==> src/rtl/enemy_sched_pkg.sv <==
// Shared types and constants for the enemy wave scheduler.
// Contents: slot-state and scan-state enums, coordinate width, default hit box.
// No logic; imported by the scheduler top and its hit-box sub-module.
package enemy_sched_pkg;

    localparam int COORD_W    = 10;
    localparam int HP_W       = 3;
    localparam int KILL_W     = 4;

    localparam int DEF_HIT_XL = 10;
    localparam int DEF_HIT_XR = 50;
    localparam int DEF_HIT_YT = 40;
    localparam int DEF_HIT_YB = 50;

    typedef enum logic [1:0] {
        SLOT_ALIVE = 2'd0,
        SLOT_BOOM  = 2'd1,
        SLOT_DEAD  = 2'd2
    } slot_state_t;

    typedef enum logic [1:0] {
        ST_IDLE   = 2'd0,
        ST_SCAN   = 2'd1,
        ST_COMMIT = 2'd2
    } scan_state_t;

    function automatic int max_int(input int a, input int b);
        return (a > b) ? a : b;
    endfunction

endpackage

==> src/rtl/hit_box_test.sv <==
// Single bullet-vs-enemy hit-box test; purely combinational, zero latency.
// Ports: i_ex/i_ey enemy origin, i_bx/i_by bullet position, o_hit result.
// No backpressure; evaluated every cycle for whatever pair is presented.
module hit_box_test
    import enemy_sched_pkg::*;
#(
    parameter int HIT_XL = DEF_HIT_XL,
    parameter int HIT_XR = DEF_HIT_XR,
    parameter int HIT_YT = DEF_HIT_YT,
    parameter int HIT_YB = DEF_HIT_YB
) (
    input  logic [COORD_W-1:0] i_ex,
    input  logic [COORD_W-1:0] i_ey,
    input  logic [COORD_W-1:0] i_bx,
    input  logic [COORD_W-1:0] i_by,
    output logic               o_hit
);
    // One extra bit so box edges past the screen border never wrap.
    localparam int AW = COORD_W + 1;

    logic [AW-1:0] w_ex, w_ey, w_bx, w_by;

    assign w_ex = {1'b0, i_ex};
    assign w_ey = {1'b0, i_ey};
    assign w_bx = {1'b0, i_bx};
    assign w_by = {1'b0, i_by};

    assign o_hit = ((w_bx + AW'(HIT_XL)) >= w_ex) &&
                   (w_bx < (w_ex + AW'(HIT_XR))) &&
                   ((w_by + AW'(HIT_YT)) > w_ey) &&
                   (w_by < (w_ey + AW'(HIT_YB)));

endmodule

==> src/rtl/enemy_wave_scheduler.sv <==
// Per-frame enemy slot controller: scans every (enemy, bullet) pair through one hit-box test, then commits.
// Latency: frame_tick at edge k -> commit_stb/bullet_clr/kill_cnt/spawn_req after edge k+N_ENEMY*N_BULLET+1.
// frame_tick while busy is dropped; producers hold positions/b_valid stable while busy=1.
module enemy_wave_scheduler
    import enemy_sched_pkg::*;
#(
    parameter int N_ENEMY        = 4,
    parameter int N_BULLET       = 4,
    parameter int MAX_HEALTH     = 3,
    parameter int BOOM_FRAMES    = 30,
    parameter int RESPAWN_FRAMES = 120,
    parameter int HIT_XL         = DEF_HIT_XL,
    parameter int HIT_XR         = DEF_HIT_XR,
    parameter int HIT_YT         = DEF_HIT_YT,
    parameter int HIT_YB         = DEF_HIT_YB
) (
    input  logic                         clk,
    input  logic                         rst,
    input  logic                         frame_tick,
    input  logic [COORD_W*N_ENEMY-1:0]   e_x_flat,
    input  logic [COORD_W*N_ENEMY-1:0]   e_y_flat,
    input  logic [COORD_W*N_BULLET-1:0]  b_x_flat,
    input  logic [COORD_W*N_BULLET-1:0]  b_y_flat,
    input  logic [N_BULLET-1:0]          b_valid,
    output logic [N_ENEMY-1:0]           enemy_en,
    output logic [N_ENEMY-1:0]           boom,
    output logic [HP_W*N_ENEMY-1:0]      health_flat,
    output logic [N_BULLET-1:0]          bullet_clr,
    output logic [N_ENEMY-1:0]           spawn_req,
    output logic [KILL_W-1:0]            kill_cnt,
    output logic                         commit_stb,
    output logic                         busy
);
    localparam int TMAX = max_int(max_int(BOOM_FRAMES, RESPAWN_FRAMES), 2);
    localparam int TW   = $clog2(TMAX);
    localparam int IW   = (N_ENEMY  > 1) ? $clog2(N_ENEMY)  : 1;
    localparam int JW   = (N_BULLET > 1) ? $clog2(N_BULLET) : 1;

    localparam logic [IW-1:0]   LAST_I    = IW'(N_ENEMY - 1);
    localparam logic [JW-1:0]   LAST_J    = JW'(N_BULLET - 1);
    localparam logic [HP_W-1:0] HP_FULL   = HP_W'(MAX_HEALTH);
    localparam logic [TW-1:0]   T_BOOM    = TW'(BOOM_FRAMES - 1);
    localparam logic [TW-1:0]   T_RESPAWN = TW'(RESPAWN_FRAMES - 1);

    scan_state_t        r_state, w_next;

    logic [IW-1:0]      r_i;
    logic [JW-1:0]      r_j;
    logic [N_BULLET-1:0] r_consumed;
    logic [KILL_W-1:0]  r_kill;

    slot_state_t        r_slot     [N_ENEMY];
    logic [TW-1:0]      r_timer    [N_ENEMY];
    logic [HP_W-1:0]    r_health   [N_ENEMY];   // committed, visible to renderer
    logic [HP_W-1:0]    r_hp_scan  [N_ENEMY];   // working copy updated pair by pair

    logic [COORD_W-1:0] w_ex, w_ey, w_bx, w_by;
    logic               w_box_hit, w_pair_hit, w_last;

    // ---------------- scan FSM ----------------
    always_ff @(posedge clk or negedge rst) begin
        if (!rst) r_state <= ST_IDLE;
        else      r_state <= w_next;
    end

    assign w_last = (r_i == LAST_I) && (r_j == LAST_J);

    always_comb begin
        w_next = r_state;
        case (r_state)
            ST_IDLE:   if (frame_tick) w_next = ST_SCAN;
            ST_SCAN:   if (w_last)     w_next = ST_COMMIT;
            ST_COMMIT:                 w_next = ST_IDLE;
            default:                   w_next = ST_IDLE;
        endcase
    end

    assign busy = (r_state != ST_IDLE);

    // ---------------- pair select and hit test ----------------
    assign w_ex = e_x_flat[int'(r_i) * COORD_W +: COORD_W];
    assign w_ey = e_y_flat[int'(r_i) * COORD_W +: COORD_W];
    assign w_bx = b_x_flat[int'(r_j) * COORD_W +: COORD_W];
    assign w_by = b_y_flat[int'(r_j) * COORD_W +: COORD_W];

    hit_box_test #(
        .HIT_XL (HIT_XL),
        .HIT_XR (HIT_XR),
        .HIT_YT (HIT_YT),
        .HIT_YB (HIT_YB)
    ) u_hit (
        .i_ex  (w_ex),
        .i_ey  (w_ey),
        .i_bx  (w_bx),
        .i_by  (w_by),
        .o_hit (w_box_hit)
    );

    // Working health/consumed state makes earlier pairs visible to later ones,
    // so the lowest enemy index claims a bullet first.
    assign w_pair_hit = w_box_hit && b_valid[r_j] && !r_consumed[r_j] &&
                        (r_slot[r_i] == SLOT_ALIVE) && (r_hp_scan[r_i] != '0);

    // ---------------- datapath ----------------
    always_ff @(posedge clk or negedge rst) begin
        if (!rst) begin
            r_i        <= '0;
            r_j        <= '0;
            r_consumed <= '0;
            r_kill     <= '0;
            bullet_clr <= '0;
            spawn_req  <= '0;
            kill_cnt   <= '0;
            commit_stb <= 1'b0;
            for (int k = 0; k < N_ENEMY; k++) begin
                r_slot[k]    <= SLOT_ALIVE;
                r_timer[k]   <= '0;
                r_health[k]  <= HP_FULL;
                r_hp_scan[k] <= HP_FULL;
            end
        end else begin
            bullet_clr <= '0;
            spawn_req  <= '0;
            kill_cnt   <= '0;
            commit_stb <= 1'b0;

            case (r_state)
                ST_IDLE: begin
                    if (frame_tick) begin
                        r_i        <= '0;
                        r_j        <= '0;
                        r_consumed <= '0;
                        r_kill     <= '0;
                        for (int k = 0; k < N_ENEMY; k++) begin
                            r_hp_scan[k] <= r_health[k];
                        end
                    end
                end

                ST_SCAN: begin
                    if (w_pair_hit) begin
                        r_consumed[r_j] <= 1'b1;
                        r_hp_scan[r_i]  <= r_hp_scan[r_i] - 1'b1;
                        if ((r_hp_scan[r_i] == HP_W'(1)) && (r_kill != '1)) begin
                            r_kill <= r_kill + 1'b1;
                        end
                    end
                    if (r_j == LAST_J) begin
                        r_j <= '0;
                        r_i <= r_i + 1'b1;
                    end else begin
                        r_j <= r_j + 1'b1;
                    end
                end

                ST_COMMIT: begin
                    bullet_clr <= r_consumed;
                    kill_cnt   <= r_kill;
                    commit_stb <= 1'b1;
                    for (int k = 0; k < N_ENEMY; k++) begin
                        case (r_slot[k])
                            SLOT_ALIVE: begin
                                r_health[k] <= r_hp_scan[k];
                                if (r_hp_scan[k] == '0) begin
                                    r_slot[k]  <= SLOT_BOOM;
                                    r_timer[k] <= T_BOOM;
                                end
                            end
                            SLOT_BOOM: begin
                                if (r_timer[k] == '0) begin
                                    r_slot[k]  <= SLOT_DEAD;
                                    r_timer[k] <= T_RESPAWN;
                                end else begin
                                    r_timer[k] <= r_timer[k] - 1'b1;
                                end
                            end
                            SLOT_DEAD: begin
                                if (r_timer[k] == '0) begin
                                    r_slot[k]    <= SLOT_ALIVE;
                                    r_health[k]  <= HP_FULL;
                                    spawn_req[k] <= 1'b1;
                                end else begin
                                    r_timer[k] <= r_timer[k] - 1'b1;
                                end
                            end
                            default: r_slot[k] <= SLOT_ALIVE;
                        endcase
                    end
                end

                default: ;
            endcase
        end
    end

    // ---------------- slot outputs ----------------
    always_comb begin
        enemy_en    = '0;
        boom        = '0;
        health_flat = '0;
        for (int k = 0; k < N_ENEMY; k++) begin
            enemy_en[k]                    = (r_slot[k] == SLOT_ALIVE);
            boom[k]                        = (r_slot[k] == SLOT_BOOM);
            health_flat[k * HP_W +: HP_W]  = r_health[k];
        end
    end

endmodule
==> config.mk <==
export PLATFORM = sky130hd
export DESIGN_NAME = enemy_wave_scheduler
export DESIGN_NICKNAME = d
export VERILOG_FILES = /design/src/rtl/enemy_sched_pkg.sv /design/src/rtl/hit_box_test.sv /design/src/rtl/enemy_wave_scheduler.sv
export SDC_FILE = /design/constraint.sdc
export NUM_CORES = 1
export LEC_CHECK = 0
export CAP_MARGIN = 20
export CORE_ASPECT_RATIO = 1.4
export CORE_MARGIN = 2
export CORE_UTILIZATION = 30
export DETAILED_ROUTE_END_ITERATION = 8
export PLACE_DENSITY = 0.63
export SETUP_SLACK_MARGIN = 0.05
export SYNTH_ARGS = -nofsm -noshare
export SYNTH_HDL_FRONTEND = slang
export SYNTH_SLANG_ARGS = --single-unit
export TNS_END_PERCENT = 5
==> constraint.sdc <==
create_clock -name clk -period 3.25 [get_ports clk]
set_input_delay 0.65 -clock clk [delete_from_list [all_inputs] [get_ports clk]]
set_output_delay 0.65 -clock clk [all_outputs]
set_load 0.1 [all_outputs]
# ---- Word-level counts from Yosys, hierarchy flattened
# Index checks and enable logic that the tools add are counted.
dict set report classes {
  n_lt_le_gt_ge 8
  shift 4
  eq_ne 35
  mux 84
  reduce_logical 54
  bitwise_logic 2
  mul 2
  addsub 12
}
# operator n
set op_table {}
lappend op_table {{7-bit two-way mux} 12}
lappend op_table {{7-bit case mux with 3 select lines} 4}
lappend op_table {{40-bit by 32-bit indexed part select with 10-bit output} 2}
lappend op_table {{40-bit by 7-bit indexed part select with 10-bit output} 2}
lappend op_table {{2-bit two-way mux} 19}
lappend op_table {{4-bit AND reduction} 9}
lappend op_table {{10-bit by 6-bit adder with 11-bit output, second input constant} 3}
lappend op_table {{7-bit zero test} 4}
lappend op_table {{4-bit two-way mux} 7}
lappend op_table {{7-bit by 1-bit subtractor with 7-bit output, second input constant} 4}
lappend op_table {{2-bit inequality test, second input constant} 13}
lappend op_table {{12-bit two-way mux} 2}
lappend op_table {{12-bit case mux with 2 select lines} 1}
lappend op_table {{2-bit case mux with 3 select lines} 4}
lappend op_table {{3-bit case mux with 2 select lines} 4}
lappend op_table {{10-bit by 11-bit less-than comparator with 1-bit output} 2}
lappend op_table {{3-bit two-way mux} 7}
lappend op_table {{3-bit AND reduction} 6}
lappend op_table {{2-bit by 1-bit inequality test with 1-bit output, second input constant} 8}
lappend op_table {{4-bit case mux with 2 select lines} 2}
lappend op_table {{3-bit nonzero test} 5}
lappend op_table {{2-bit == test, second input constant} 7}
lappend op_table {{12-bit bitwise mux} 1}
lappend op_table {{2-bit zero test} 6}
lappend op_table {{28 further kinds} 67}
dict set report word_totals {
  reg_bits 87
  elab_cells 226
}

# ---- Logic depth before layout (Yosys ltp)
dict set report logic_depth {
  word_depth 13
  mapped_depth 17
}

# ---- By module
# A second synthesis with hierarchy kept.
dict set report unflattened {
  cells_unflattened 740
  area_unflattened_um2 7179.4
}
# module cells_per_inst instances area_per_inst_um2
set modules_own_cells {}
lappend modules_own_cells {enemy_wave_scheduler 560 1 5803.1}
lappend modules_own_cells {hit_box_test 180 1 1376.3}

# ---- Worst setup path after synthesis
# OpenSTA, ideal clock, no wires.
dict set report synth_path {
  kind {input port to flip-flop}
  start {input b_y_flat[34]}
  end {register r_kill[0]}
  path_stages 15
  setup_slack_ps -237
  t_required_ps 3125
  n_path_buf 2
  arrival_time_ps 3362
  path_cell_list {mux4_2 ha_1 o21ai_0 xnor2_1 ha_1 o21a_1 o21a_1 o32ai_1 a31o_2 a21oi_1 and4_4 buf_6 buf_8 a21oi_1 mux2_2}
}
dict set report synth_via {
  elab_chain_len 11
  word_cells_on_any_way 12
  classes_between {add/sub: 1; order compare: 2; eq/ne: 1; shift: 1; reduce/logical: 7}
}
# item line
set synth_rtl {}
lappend synth_rtl {{start: declaration} enemy_wave_scheduler.sv:23} ;# input logic [COORD_W*N_BULLET-1:0] b_y_flat,
lappend synth_rtl {{40-bit by 7-bit indexed part select with 10-bit output *} enemy_wave_scheduler.sv:84} ;# assign w_by = b_y_flat[int'(r_j) * COORD_W +: COORD_W];
lappend synth_rtl {{10-bit by 6-bit adder with 11-bit output} hit_box_test.sv:30} ;# ((w_by + AW'(HIT_YT)) > w_ey) &&
lappend synth_rtl {{11-bit by 10-bit greater-than comparator with 1-bit output} hit_box_test.sv:30}
lappend synth_rtl {{1-bit logical AND} hit_box_test.sv:29} ;# (w_bx < (w_ex + AW'(HIT_XR))) &&
lappend synth_rtl {{1-bit logical AND *} hit_box_test.sv:30}
lappend synth_rtl {{1-bit logical AND * (3 in a row)} enemy_wave_scheduler.sv:101} ;# assign w_pair_hit = w_box_hit && b_valid[r_j] && !r_consumed[r_j] &&
lappend synth_rtl {{1-bit logical AND *} enemy_wave_scheduler.sv:102} ;# (r_slot[r_i] == SLOT_ALIVE) && (r_hp_scan[r_i] != '0);
lappend synth_rtl {{2-bit inequality test (no source line) *} -}
lappend synth_rtl {{4-bit AND reduction (no source line) *} -}
lappend synth_rtl {{end signal: assignment} enemy_wave_scheduler.sv:145} ;# r_kill <= r_kill + 1'b1;
lappend synth_rtl {{end: declaration} enemy_wave_scheduler.sv:50} ;# logic [KILL_W-1:0] r_kill;
# Mark *: on every way between the ends. The rest lies on a longest branch, timed or not.
# A chain may end at the register's enable or synchronous reset.

# ---- Worst setup path in the final report
dict set report layout_path {
  start {input b_y_flat[33]}
  end {register r_hp_scan[0] (netlist bit)}
}
dict set report layout_via {
  elab_chain_len 11
  word_cells_on_any_way 12
  classes_between {add/sub: 1; order compare: 2; eq/ne: 1; shift: 1; reduce/logical: 7}
}
# item line
set layout_rtl {}
lappend layout_rtl {{40-bit by 7-bit indexed part select with 10-bit output *} enemy_wave_scheduler.sv:84}
lappend layout_rtl {{10-bit by 6-bit adder with 11-bit output} hit_box_test.sv:30}
lappend layout_rtl {{11-bit by 10-bit greater-than comparator with 1-bit output} hit_box_test.sv:30}
lappend layout_rtl {{1-bit logical AND} hit_box_test.sv:29}
lappend layout_rtl {{1-bit logical AND *} hit_box_test.sv:30}
lappend layout_rtl {{1-bit logical AND * (3 in a row)} enemy_wave_scheduler.sv:101}
lappend layout_rtl {{1-bit logical AND *} enemy_wave_scheduler.sv:102}
lappend layout_rtl {{2-bit inequality test (no source line) *} -}
lappend layout_rtl {{3-bit AND reduction (no source line) *} -}
lappend layout_rtl {{end signal: indexed assignment} enemy_wave_scheduler.sv:135} ;# r_hp_scan[k] <= r_health[k];
lappend layout_rtl {{end signal: indexed assignment} enemy_wave_scheduler.sv:143} ;# r_hp_scan[r_i] <= r_hp_scan[r_i] - 1'b1;
lappend layout_rtl {{end: declaration} enemy_wave_scheduler.sv:55} ;# logic [HP_W-1:0] r_hp_scan [N_ENEMY];
# Marked as above.

==> metrics <==
worst hold path type=input pin to asynchronous set/reset pin; hpwl dp=18,300 µm; chip width=135 µm; share of flip-flops with an asynchronous set or reset=100%; Final #Nets=1,252; most common cell after layout, fill and taps aside=clkdlybuf4s50_1; IO Pins=201; PD cells=965 mW/mm²; r2r startpoint=r_i[0]; Most used DFF post-synth=dfrtp_1; Highest Clock Rate=around 0.28 GHz; Die Area=~0.025 mm²; CTS tree=built; post-route ant nets=0; FILL cells=2,263; share of post-route cells with drive strength above 1=24.0%; critical-path cell list=clkdlybuf4s50_1 > mux4_2 > ha_4 > o21ai_2 > xnor2_1 > ha_1 > o21a_1 > o21a_1 > o32ai_2 > a31o_2 > a21oi_2 > buf_4 > buf_4 > and4_4 > a32o_1 > a21o_1; die height=187 µm; number of diodes=0; CORE AREA=0.0237 mm²; status=finished with violations; Top Usage Layer GRT=met2; M2 GR Usage=a little over a third; final instance area=0.0106 mm²; WP data required=3530 ps; Clock transition at path regs=60 ps; cts bufs inserted=9; routed wire length=23,300 µm; Setup violations, final=20; initial core utilization=between 30% and 40%; CP max FO=8; startpoint class of the critical path=input pin; Worst-Margin Slew=between 800 and 900 ps; GRT Util Overall=between 10% and 20%; cell count of the worst reg-to-reg path=15; clk buf depth=2; WP data arrival=3900 ps; failing checks=setup timing; Placer Congestion=0.853; sequential area share after synthesis=30.5%; Sum Neg Setup Slack=-6380 ps; Max-cap violations=0; CP Class=input pin to flop; DR iter-0 viols=~280; largest net degree at the start of global routing=47; Mapped Cells=746; Finished Layout Cells=1,330; GRT met3 Usage=4.42%; number of buffers and inverters on the critical path=3; LEAKAGE=0.00476 µW; Syn Nets=983; EDFF count, synth=0; fin crit share=111%; CP top delay family=compound AO/OA/AOI/OAI gates; CTS sink cnt=87; FF+latch count, synth=87; Final Power=10,200 µW; CTS Hold Buffers Added=0; Inst Count DP=approximately 1,300; Syn Area/Cell=9.64 µm²; top cell type's share of synthesized area=24.7%; number of global-route vias before repair=7,221; vias per inst=slightly above 5; Vias=6,850; Area after DPL=0.00989 mm²; Worst path max stage delay=550 ps; YS warnings=0; commonest cells after routing, fill and taps aside=136 x clkdlybuf4s50_1, 109 x buf_4, 69 x dfrtp_1; Distinct cells, synth=59; grt met1 use=18.7%; Final Hold Viols=0; Synth area leader=dfrtp_1; clk_lat worst skew=340 ps; slew margin rel.=46.4%; top post-synthesis cells by area=dfrtp_1 25%, ha_1 12%, mux4_2 10%; DRC viols=0; area growth from synthesis to layout=47.3%; CTS root buffer=clkbuf_16; Max Clock Skew=5.20 ps; Max IR drop VDD=0.000354 V; hold_ws=316 ps; Final Max Slew Viols=0; Final min period=3620 ps; Setup crit end kind=flop; first-pass GRT wire length=roughly 37,000 µm; DRT Pass-1 Iters=4; PortBufs=200; Routed wire per std cell=17.6 µm; Rows=67; unrepaired setup endpoints after global routing=true; FF-to-FF setup slack=-370 ps; slowest stage cell, crit path=mux4_2; initial antenna violation count=0; H-tree depth=3; Mapped Area=0.00719 mm²; gr ovfl total=0; RR Endpoint=r_hp_scan[8]; final worst slack=-370 ps
-- area by class of cell --
class                           count  area, µm²  area share (%)
Multi-Input combinational cell    565       4770            45.0
Clock buffer                       10        229            2.16
Clock inverter                      6        109            1.03
Tap cell                          310        388            3.66
Timing Repair Buffer              287       2650            25.0
Sequential cell                    87       2200            20.8
Inverter                           65        249            2.35
-- registers in the layout (all words and copies together), names as in the netlist --
name and cells:
r_j 2, r_i 2, r_consumed 4, health_flat 12, r_kill 4, kill_cnt 4
r_hp_scan 12, bullet_clr 4, commit_stb 1, spawn_req 4, r_slot 8, r_state 2
r_timer 28
-- how the worst max path moves through the flow --
stage	startpoint	endpoint	slack, ps	depth (start not counted)
2_1_floorplan	e_x_flat[33]	r_kill[0]	-190	15
3_3_place_gp	e_x_flat[32]	r_kill[0]	-830	14
4_1_cts	r_i[0]	r_hp_scan[8]	-380	15
3_5_place_dp	e_x_flat[32]	r_kill[0]	-850	14
6_report	b_y_flat[33]	r_hp_scan[0]	-370	16
5_1_grt	b_x_flat[21]	r_kill[3]	-480	16
-- cells in the mapped netlist, types with 20 or more instances --
library cell and instances:
dfrtp_1 71, ha_1 70, inv_1 59, o21ai_0 58, nand2_1 54, a21oi_1 52
nor2_1 44, mux4_2 33, xnor2_1 23, nand3_1 20
-- report_power, final --
group | internal [µW] | total (µW) | switching, µW
Clock | 750 | 1180 | 433
Combinational | 3380 | 7410 | 4030
Sequential | 1360 | 1630 | 270
Total | 5490 | 10200 | 4730
-- cell families (layout without fill, tap and decap cells) --
| family | count (synthesis) | count (layout) | share of synthesized area [%] |
|---|---|---|---|
| adders and majority gates | 70 | 70 | 12.2 |
| buffers and inverters | 95 | 368 | 5.72 |
| xor gates and xnor gates | 27 | 27 | 3.29 |
| DFF | 87 | 87 | 30.5 |
| and+or+nand+nor | 195 | 196 | 13.2 |
| muxes | 51 | 51 | 15.0 |
| AOI/OAI and AO/OA | 221 | 221 | 20.1 |
-- stage by stage --
stage / utilization (%) / setup slack [ps]
floorplan: - / -195
global placement: 41.7 / -826
detailed placement: 41.7 / -853
CTS: 44.3 / -383
global route: 44.7 / -484
finish: 44.7 / -370
-- layer usage --
layer	up-vias	part of all wire, %
met2	226	54
met5	-	0
met4	0	3.5
met3	41	7.2
met1	3276	36
li1	3307	-
-- worst reg2reg max path: stages, from the launching register on --
cell       delay, ps
dfrtp_2          420
buf_6            160
mux4_2           550
inv_2            110
nor3_4            50
or3_4            410
xnor2_2          140
ha_1             330
a21oi_1          160
o21ai_1           80
o2111ai_1        170
a32o_2           220
and4_4           320
buf_12           130
a21oi_4           60
a21o_1           190
-- what timing repair did --
action	CTS	global route
gates cloned	1	0
pin swaps	39	12
gates resized for setup	68	11
setup buffers	15	4
setup endpoints to repair	20	20
hold endpoints to repair	0	0
No activity file was read; power rests on OpenSTA's default activity.
